### src/rtl/key_enc_pkg.sv
// Shared types and constants for the 8-to-3 keypad encoder.
// The key sample struct pairs "any key active" with the priority code.
package key_enc_pkg;

  localparam int KEY_N      = 8;
  localparam int KEY_CODE_W = 3;

  // Inverted-code value shown when disabled or when no key is active.
  localparam logic [KEY_CODE_W-1:0] A_N_IDLE = 3'b111;

  typedef enum logic {
    IDLE = 1'b0,
    HELD = 1'b1
  } key_enc_state_t;

  typedef struct packed {
    logic                  any;
    logic [KEY_CODE_W-1:0] code;
  } key_sample_t;

  // Highest-index low key wins; code is 0 when no key line is low.
  function automatic key_sample_t encode_keys(input logic [KEY_N-1:0] keys_n,
                                              input logic             en_n);
    key_sample_t s;
    s.any  = ~en_n & ~(&keys_n);
    s.code = '0;
    for (int i = 0; i < KEY_N; i++) begin
      if (!keys_n[i]) s.code = KEY_CODE_W'(i);
    end
    return s;
  endfunction

endpackage

### src/rtl/key_debounce.sv
// Counter-based debouncer: accepts a new value after it has been seen
// unchanged for DEBOUNCE_CYCLES consecutive clocks.
module key_debounce #(
  parameter int DEBOUNCE_CYCLES = 16,
  parameter int DATA_W          = 4
) (
  input  logic              clk,
  input  logic              rst_n,
  input  logic [DATA_W-1:0] data_i,
  output logic [DATA_W-1:0] stable_o,
  output logic [DATA_W-1:0] stable_nxt_o,
  output logic              upd_o
);

  localparam int              CNT_W    = $clog2(DEBOUNCE_CYCLES);
  localparam logic [CNT_W-1:0] CNT_MAX  = CNT_W'(DEBOUNCE_CYCLES - 1);
  localparam logic [CNT_W-1:0] CNT_LOAD = CNT_W'(DEBOUNCE_CYCLES - 2);

  logic [DATA_W-1:0] prev_q, prev_d;
  logic [DATA_W-1:0] stable_q, stable_d;
  logic [CNT_W-1:0]  cnt_q, cnt_d;
  logic              match;
  logic              upd;

  // NOTE: every always_comb output gets a default before any branch, so no
  // path can leave a value unassigned and infer a latch.
  always_comb begin
    prev_d   = data_i;
    match    = (data_i == prev_q);
    cnt_d    = cnt_q;
    upd      = 1'b0;
    if (!match) begin
      cnt_d = '0;
    end else if (cnt_q != CNT_MAX) begin
      cnt_d = cnt_q + 1'b1;
      upd   = (cnt_q == CNT_LOAD);
    end
    stable_d = upd ? data_i : stable_q;
  end

  // NOTE: state registers use non-blocking assignments so every flop samples
  // pre-edge values regardless of statement order.
  always_ff @(posedge clk or negedge rst_n) begin
    if (!rst_n) begin
      prev_q   <= '0;
      stable_q <= '0;
      cnt_q    <= '0;
    end else begin
      prev_q   <= prev_d;
      stable_q <= stable_d;
      cnt_q    <= cnt_d;
    end
  end

  assign stable_o     = stable_q;
  assign stable_nxt_o = stable_d;
  assign upd_o        = upd;

endmodule

### src/rtl/key_encoder83.sv
// Sequential 8-to-3 keypad priority encoder with 74148-style outputs and a
// valid/ready press-event port. Release events need KEY_ENC_RELEASE_EVT_EN.
module key_encoder83
  import key_enc_pkg::*;
#(
  parameter int DEBOUNCE_CYCLES = 16
) (
  input  logic                  clk,
  input  logic                  rst_n,
  input  logic [KEY_N-1:0]      I_n,
  input  logic                  EI_n,
  output logic [KEY_CODE_W-1:0] A_n,
  output logic                  GS_n,
  output logic                  EO_n,
  output logic [KEY_CODE_W-1:0] code_o,
  output logic                  rel_o,
  output logic                  valid_o,
  input  logic                  ready_i,
  output logic                  overrun_o
);

  logic [KEY_N-1:0] i_meta_q, i_meta_d, i_sync_q, i_sync_d;
  logic             ei_meta_q, ei_meta_d, ei_sync_q, ei_sync_d;

  always_comb begin
    i_meta_d  = I_n;
    i_sync_d  = i_meta_q;
    ei_meta_d = EI_n;
    ei_sync_d = ei_meta_q;
  end

  // Synchronisers reset to the idle (released, disabled) level.
  always_ff @(posedge clk or negedge rst_n) begin
    if (!rst_n) begin
      i_meta_q  <= '1;
      i_sync_q  <= '1;
      ei_meta_q <= 1'b1;
      ei_sync_q <= 1'b1;
    end else begin
      i_meta_q  <= i_meta_d;
      i_sync_q  <= i_sync_d;
      ei_meta_q <= ei_meta_d;
      ei_sync_q <= ei_sync_d;
    end
  end

  key_sample_t raw, stable_cur, stable_nxt;
  logic        upd;

  assign raw = encode_keys(i_sync_q, ei_sync_q);

  key_debounce #(
    .DEBOUNCE_CYCLES (DEBOUNCE_CYCLES),
    .DATA_W          ($bits(key_sample_t))
  ) u_debounce (
    .clk          (clk),
    .rst_n        (rst_n),
    .data_i       (raw),
    .stable_o     (stable_cur),
    .stable_nxt_o (stable_nxt),
    .upd_o        (upd)
  );

  key_enc_state_t        state_q, state_d;
  logic                  chg;
  logic                  ev;
  logic [KEY_CODE_W-1:0] ev_code;
`ifdef KEY_ENC_RELEASE_EVT_EN
  logic                  ev_rel;
`endif

  // A reload of an identical value is not a change and raises nothing.
  assign chg = upd && (stable_nxt != stable_cur);

  always_comb begin
    state_d = state_q;
    ev      = 1'b0;
    ev_code = stable_nxt.code;
`ifdef KEY_ENC_RELEASE_EVT_EN
    ev_rel  = 1'b0;
`endif
    if (chg) begin
      case (state_q)
        IDLE: begin
          if (stable_nxt.any) begin
            ev      = 1'b1;
            state_d = HELD;
          end
        end
        HELD: begin
          if (!stable_nxt.any) begin
            state_d = IDLE;
`ifdef KEY_ENC_RELEASE_EVT_EN
            ev      = 1'b1;
            ev_code = stable_cur.code;
            ev_rel  = 1'b1;
`endif
          end else begin
            ev = 1'b1;
          end
        end
        default: state_d = IDLE;
      endcase
    end
  end

  logic [KEY_CODE_W-1:0] a_n_q, a_n_d;
  logic                  gs_n_q, gs_n_d, eo_n_q, eo_n_d;
  logic [KEY_CODE_W-1:0] code_q, code_d;
  logic                  valid_q, valid_d, overrun_q, overrun_d;
  logic                  en;

  always_comb begin
    en     = ~ei_sync_q;
    a_n_d  = (en && stable_nxt.any) ? ~stable_nxt.code : A_N_IDLE;
    gs_n_d = ~(en && stable_nxt.any);
    eo_n_d = ~(en && !stable_nxt.any);

    valid_d   = valid_q;
    code_d    = code_q;
    overrun_d = 1'b0;
    if (valid_q && ready_i) valid_d = 1'b0;
    // A new event wins over a same-cycle consume; it only overruns an unread one.
    if (ev) begin
      valid_d   = 1'b1;
      code_d    = ev_code;
      overrun_d = valid_q && !ready_i;
    end
  end

  always_ff @(posedge clk or negedge rst_n) begin
    if (!rst_n) begin
      state_q   <= IDLE;
      a_n_q     <= A_N_IDLE;
      gs_n_q    <= 1'b1;
      eo_n_q    <= 1'b1;
      code_q    <= '0;
      valid_q   <= 1'b0;
      overrun_q <= 1'b0;
    end else begin
      state_q   <= state_d;
      a_n_q     <= a_n_d;
      gs_n_q    <= gs_n_d;
      eo_n_q    <= eo_n_d;
      code_q    <= code_d;
      valid_q   <= valid_d;
      overrun_q <= overrun_d;
    end
  end

`ifdef KEY_ENC_RELEASE_EVT_EN
  logic rel_q, rel_d;

  always_comb begin
    rel_d = rel_q;
    if (ev) rel_d = ev_rel;
  end

  always_ff @(posedge clk or negedge rst_n) begin
    if (!rst_n) rel_q <= 1'b0;
    else        rel_q <= rel_d;
  end

  assign rel_o = rel_q;
`else
  assign rel_o = 1'b0;
`endif

  assign A_n       = a_n_q;
  assign GS_n      = gs_n_q;
  assign EO_n      = eo_n_q;
  assign code_o    = code_q;
  assign valid_o   = valid_q;
  assign overrun_o = overrun_q;

endmodule

### config.mk
export PLATFORM = sky130hd
export DESIGN_NAME = key_encoder83
export DESIGN_NICKNAME = d
export VERILOG_FILES = /design/src/rtl/key_enc_pkg.sv /design/src/rtl/key_debounce.sv /design/src/rtl/key_encoder83.sv
export SDC_FILE = /design/constraint.sdc
export NUM_CORES = 1
export LEC_CHECK = 0
export ABC_AREA = 1
export BUFFER_PORTS_ARGS = -buffer_cell sky130_fd_sc_hd__buf_4
export CAP_MARGIN = 0
export CORE_MARGIN = 2
export CORE_UTILIZATION = 40
export CTS_CLUSTER_DIAMETER = 200
export DETAILED_ROUTE_END_ITERATION = 12
export GPL_TIMING_DRIVEN = 0
export HOLD_SLACK_MARGIN = 0.06
export REMOVE_ABC_BUFFERS = 1
export SLEW_MARGIN = 0
export SYNTH_ARGS = -nofsm -noshare
export SYNTH_HDL_FRONTEND = slang
export SYNTH_SLANG_ARGS = --single-unit
### constraint.sdc
create_clock -name clk -period 1.8 [get_ports clk]
set_input_delay 0.09 -clock clk [delete_from_list [all_inputs] [get_ports clk]]
set_output_delay 0.09 -clock clk [all_outputs]
set_load 0.02 [all_outputs]
==> impl_metrics.sql <==
INSERT INTO impl_metrics (metric_group, metric, value, unit) VALUES
('outcome', 'status', 'complete, but fails checks', ''),
('outcome', 'failed_checks', 'setup timing', ''),
('synth', 'synth-compound-area-share', '0.0308', ''),
('synth', 'synth-xor-area-share', '0.0158', ''),
('synth', 'synth_most_common_cell', 'sky130_fd_sc_hd__nand2_1', ''),
('timing', 'final_period_minus_worst_setup_slack', '2.09', 'ns'),
('global_routing', 'use_met3', '0.0536', ''),
('setup_path', 'crit_path_start_kind', 'flip-flop', ''),
('synth', 'yosys.area_share.adder', '0.0150', ''),
('setup_path', 'worstSetupPathType', 'flip-flop to flip-flop', ''),
('global_routing', 'groute.layer.met1.usage', '0.153', ''),
('place', 'place_hpwl', '1.85', 'mm'),
('global_routing', 'globalRoute.busiestLayer', 'met2', ''),
('setup_path', 'worstPathBufferInverterCount', '4', ''),
('setup_path', 'crit_chain', 'inv_1 -> nand2_1 -> nand2_1 -> nand2_1 -> nand2_1 -> a21oi_2 -> nand2_1 -> nand3_4 -> nor2_8 -> buf_6 -> buf_6 -> o21ai_4 -> inv_4 -> nor2_4 -> nand2_1', ''),
('timing', 'grt_setup_unrepaired', 'true', ''),
('cells_and_area', 'postLayoutCellArea', '0.00230', 'mm^2'),
('timing', 'timing.final.ws_setup', '-0.286', 'ns'),
('drt', 'viasPerCell', '4.51', ''),
('synth', 'count_of_unique_library_cells_instantiated_by_yosys', '28', ''),
('global_routing', 'overflow_after_grt', '0', ''),
('power_and_ir_drop', 'power-per-cell-area', '727', 'mW/mm^2'),
('synth', 'syn-instance-count', '153', ''),
('power_and_ir_drop', 'peakVddDrop', '0.000532', 'V'),
('synth', 'synth-async-reset-ratio', '1.00', ''),
('setup_path', 'cp.required', '2.01', 'ns'),
('setup_path', 'critical-path-max-stage-delay', '0.53', 'ns'),
('synth', 'synth_enable_flop_cells', '0', ''),
('synth', 'synthesis.area_per_instance', '10.9', 'um^2'),
('global_routing', 'grt_start_max_net_pins', '41', ''),
('floorplanning', 'std_cell_rows', '23', ''),
('power_and_ir_drop', 'leakagePower', '1.13', 'nW'),
('setup_path', 'crit_path_max_fanout', '6', ''),
('place', 'pre_cts_slack', '-0.373', 'ns'),
('clock_tree', 'tritoncts', 'built', ''),
('clock_tree', 'cts_root_buffer', 'sky130_fd_sc_hd__clkbuf_8', ''),
('timing', 'final-max-slew-violation-count', '0', ''),
('timing', 'finish_stage_setup_viols', '13', ''),
('synth', 'synth.yosys.seq_area_share', '0.618', ''),
('drt', 'dr_total_vias', '1160', ''),
('global_routing', 'grt_antenna_before_repair', '0', ''),
('setup_path', 'timing.critical_path.slowest_stage_cell', 'sky130_fd_sc_hd__dfstp_2', ''),
('global_routing', 'grt_first_pass_wirelength', '4.80', 'mm'),
('timing', 'fmax', '479', 'MHz'),
('synth', 'postSynth.topFlopCell', 'sky130_fd_sc_hd__dfstp_2', ''),
('drt', 'final_antenna_violating_net_count', '0', ''),
('job', 'drv.max_cap_violation_count', '0', ''),
('setup_path', 'path_delay_family', 'simple AND/OR/NAND/NOR gates', ''),
('synth', 'synth.top_cells.by_count', '34 x sky130_fd_sc_hd__nand2_1, 23 x sky130_fd_sc_hd__dfstp_2, 18 x sky130_fd_sc_hd__inv_1, 17 x sky130_fd_sc_hd__dfrtp_1, 12 x sky130_fd_sc_hd__nand3_1', ''),
('clock_tree', 'clk_slew_on_worst_s_h_paths', '0.07', 'ns'),
('clock_tree', 'htree_num_levels', '2', ''),
('synth', 'netlist.top_cell.by_area', 'sky130_fd_sc_hd__dfstp_2', ''),
('clock_tree', 'numCtsBuffers', '5', ''),
('cells_and_area', 'layout_overhead_on_the_synthesized_area', '37.9', '%'),
('synth', 'synth_top_family_by_area', 'simple AND/OR/NAND/NOR gates', ''),
('global_routing', 'vias_in_the_first_global_route', '1161', ''),
('clock_tree', 'clock_sinks', '40', ''),
('floorplanning', 'core_region_area', '0.00400', 'mm^2'),
('synth', 'synth_top_cell_area_share', '0.363', ''),
('floorplanning', 'die_area', '0.00470', 'mm^2'),
('floorplanning', 'die_h', '68.6', 'um'),
('clock_tree', 'cts-root-to-sink-buffers', '2', ''),
('floorplanning', 'die_w', '68.6', 'um'),
('drt', 'wire_per_inst', '11.7', 'um'),
('floorplanning', 'num_io_pins', '23', ''),
('synth', 'synth-simple-area-share', '0.248', ''),
('timing', 'period_share', '1.16', ''),
('synth', 'synth.ff_latch_count', '40', ''),
('place', 'placed_cell_area', '0.00186', 'mm^2'),
('cells_and_area', 'post_route_cells_drive_above_1_share', '0.541', ''),
('setup_path', 'number_of_cells_on_the_worst_reg_to_reg_path', '15', '');
layout make-up:
cell class                      count  area [um^2]
Clock buffer                        7         76.3
Inverter                           23         88.8
Multi-Input combinational cell     88          617
Tap cell                           50         62.6
Timing Repair Buffer               48          419
Clock inverter                      1         5.00
Fill cell                         341         1700
Sequential cell                    40         1030
logic make-up after synthesis:
kind of cell               after synthesis
and+or+nand+nor                         74
AOI/OAI and AO/OA                        8
adders and majority gates                2
buffers and inverters                   25
xor gates and xnor gates                 3
DFF                                     40
other                                    1
sequential cells by signal, indices dropped and copies added, names as in the netlist:
name	cells
valid_o	1
overrun_o	1
u_debounce.stable_o	4
u_debounce.prev_q	4
u_debounce.cnt_q	4
i_meta_q	8
ei_meta_q	1
EO_n	1
i_sync_q	8
GS_n	1
A_n	3
code_o	3
ei_sync_q	1
repair_timing:
action,CTS,global route
gates resized for setup,10,21
pin swaps,13,7
setup buffers,13,3
gates cloned,0,0
hold buffers,11,0
endpoints found under the hold margin,27,0
endpoints found under the setup margin,14,14
placed cells by master, fill, tap and decap left out:
master / Yosys / final
sky130_fd_sc_hd__inv_2: 4 / 5
sky130_fd_sc_hd__nand3_2: 3 / 7
sky130_fd_sc_hd__nor2_1: 4 / 3
sky130_fd_sc_hd__xnor2_1: 1 / 1
sky130_fd_sc_hd__nand3_4: 1 / 2
sky130_fd_sc_hd__nand2_1: 34 / 25
sky130_fd_sc_hd__a21oi_2: 0 / 1
sky130_fd_sc_hd__nor3_1: 1 / 1
sky130_fd_sc_hd__nor2_4: 3 / 3
sky130_fd_sc_hd__buf_6: 0 / 5
sky130_fd_sc_hd__inv_1: 18 / 17
sky130_fd_sc_hd__clkinv_2: 0 / 1
sky130_fd_sc_hd__o21ai_2: 0 / 1
sky130_fd_sc_hd__nor2_2: 4 / 5
sky130_fd_sc_hd__or2_2: 1 / 1
sky130_fd_sc_hd__nand4_1: 1 / 1
sky130_fd_sc_hd__o21ai_1: 3 / 1
sky130_fd_sc_hd__nand2_4: 2 / 6
sky130_fd_sc_hd__dfrtp_1: 17 / 17
sky130_fd_sc_hd__ha_1: 2 / 2
sky130_fd_sc_hd__buf_12: 1 / 1
sky130_fd_sc_hd__xor2_1: 2 / 2
sky130_fd_sc_hd__nand2_2: 6 / 11
sky130_fd_sc_hd__nor2_8: 1 / 1
sky130_fd_sc_hd__nand3_1: 12 / 7
sky130_fd_sc_hd__a21oi_1: 4 / 3
sky130_fd_sc_hd__conb_1: 1 / 1
sky130_fd_sc_hd__nand3b_1: 1 / 1
sky130_fd_sc_hd__clkbuf_8: 0 / 5
sky130_fd_sc_hd__inv_4: 1 / 1
sky130_fd_sc_hd__dfstp_2: 23 / 23
sky130_fd_sc_hd__dlygate4sd3_1: 0 / 11
sky130_fd_sc_hd__o21ai_4: 1 / 2
sky130_fd_sc_hd__clkbuf_1: 0 / 2
sky130_fd_sc_hd__buf_4: 1 / 31
per-layer routing:
metal / share of wire / wire, um
met1: 0.38 / 1130
met2: 0.58 / 1750
met3: 0.034 / 103
met4: 0.0060 / 18
met5: 0 / 0
path summary, 6_finish.rpt:
| check | start | end | slack (ns) |
|---|---|---|---|
| worst max-delay path | i_sync_q[1]$_DFF_PN1_ | A_n[2]$_DFF_PN1_ | -0.29 |
| min in group clk | i_meta_q[7]$_DFF_PN1_ | i_sync_q[7]$_DFF_PN1_ | 0.35 |
| worst min register to register | i_meta_q[7]$_DFF_PN1_ | i_sync_q[7]$_DFF_PN1_ | 0.35 |
| worst max register to register | i_sync_q[1]$_DFF_PN1_ | A_n[2]$_DFF_PN1_ | -0.29 |
| max in group asynchronous | rst_n | i_meta_q[4]$_DFF_PN1_ | 1.13 |
| worst min-delay path | rst_n | u_debounce.prev_q[2]$_DFF_PN0_ | 0.31 |
through the flow:
step | TNS [ns] | total power [mW] | cells | hold WS (ns)
CTS | -2.79 | 1.69 | 254 | 0.304
global route | -4.66 | 1.75 | 257 | 0.354
floorplan | -0.799 | 1.03 | 151 | -0.206
global placement | -2.53 | 1.08 | 222 | 0.0783
finish | -2.77 | 1.67 | 257 | 0.310
detailed placement | -3.39 | 1.09 | 222 | 0.0878
power by group:
| group | internal, mW | leakage [nW] | switching [mW] |
|---|---|---|---|
| combinational | 0.0737 | 0.625 | 0.0789 |
| clock | 0.272 | 0.0422 | 0.280 |
| sequential | 0.947 | 0.464 | 0.0192 |
(Power assumes the default switching activity.)
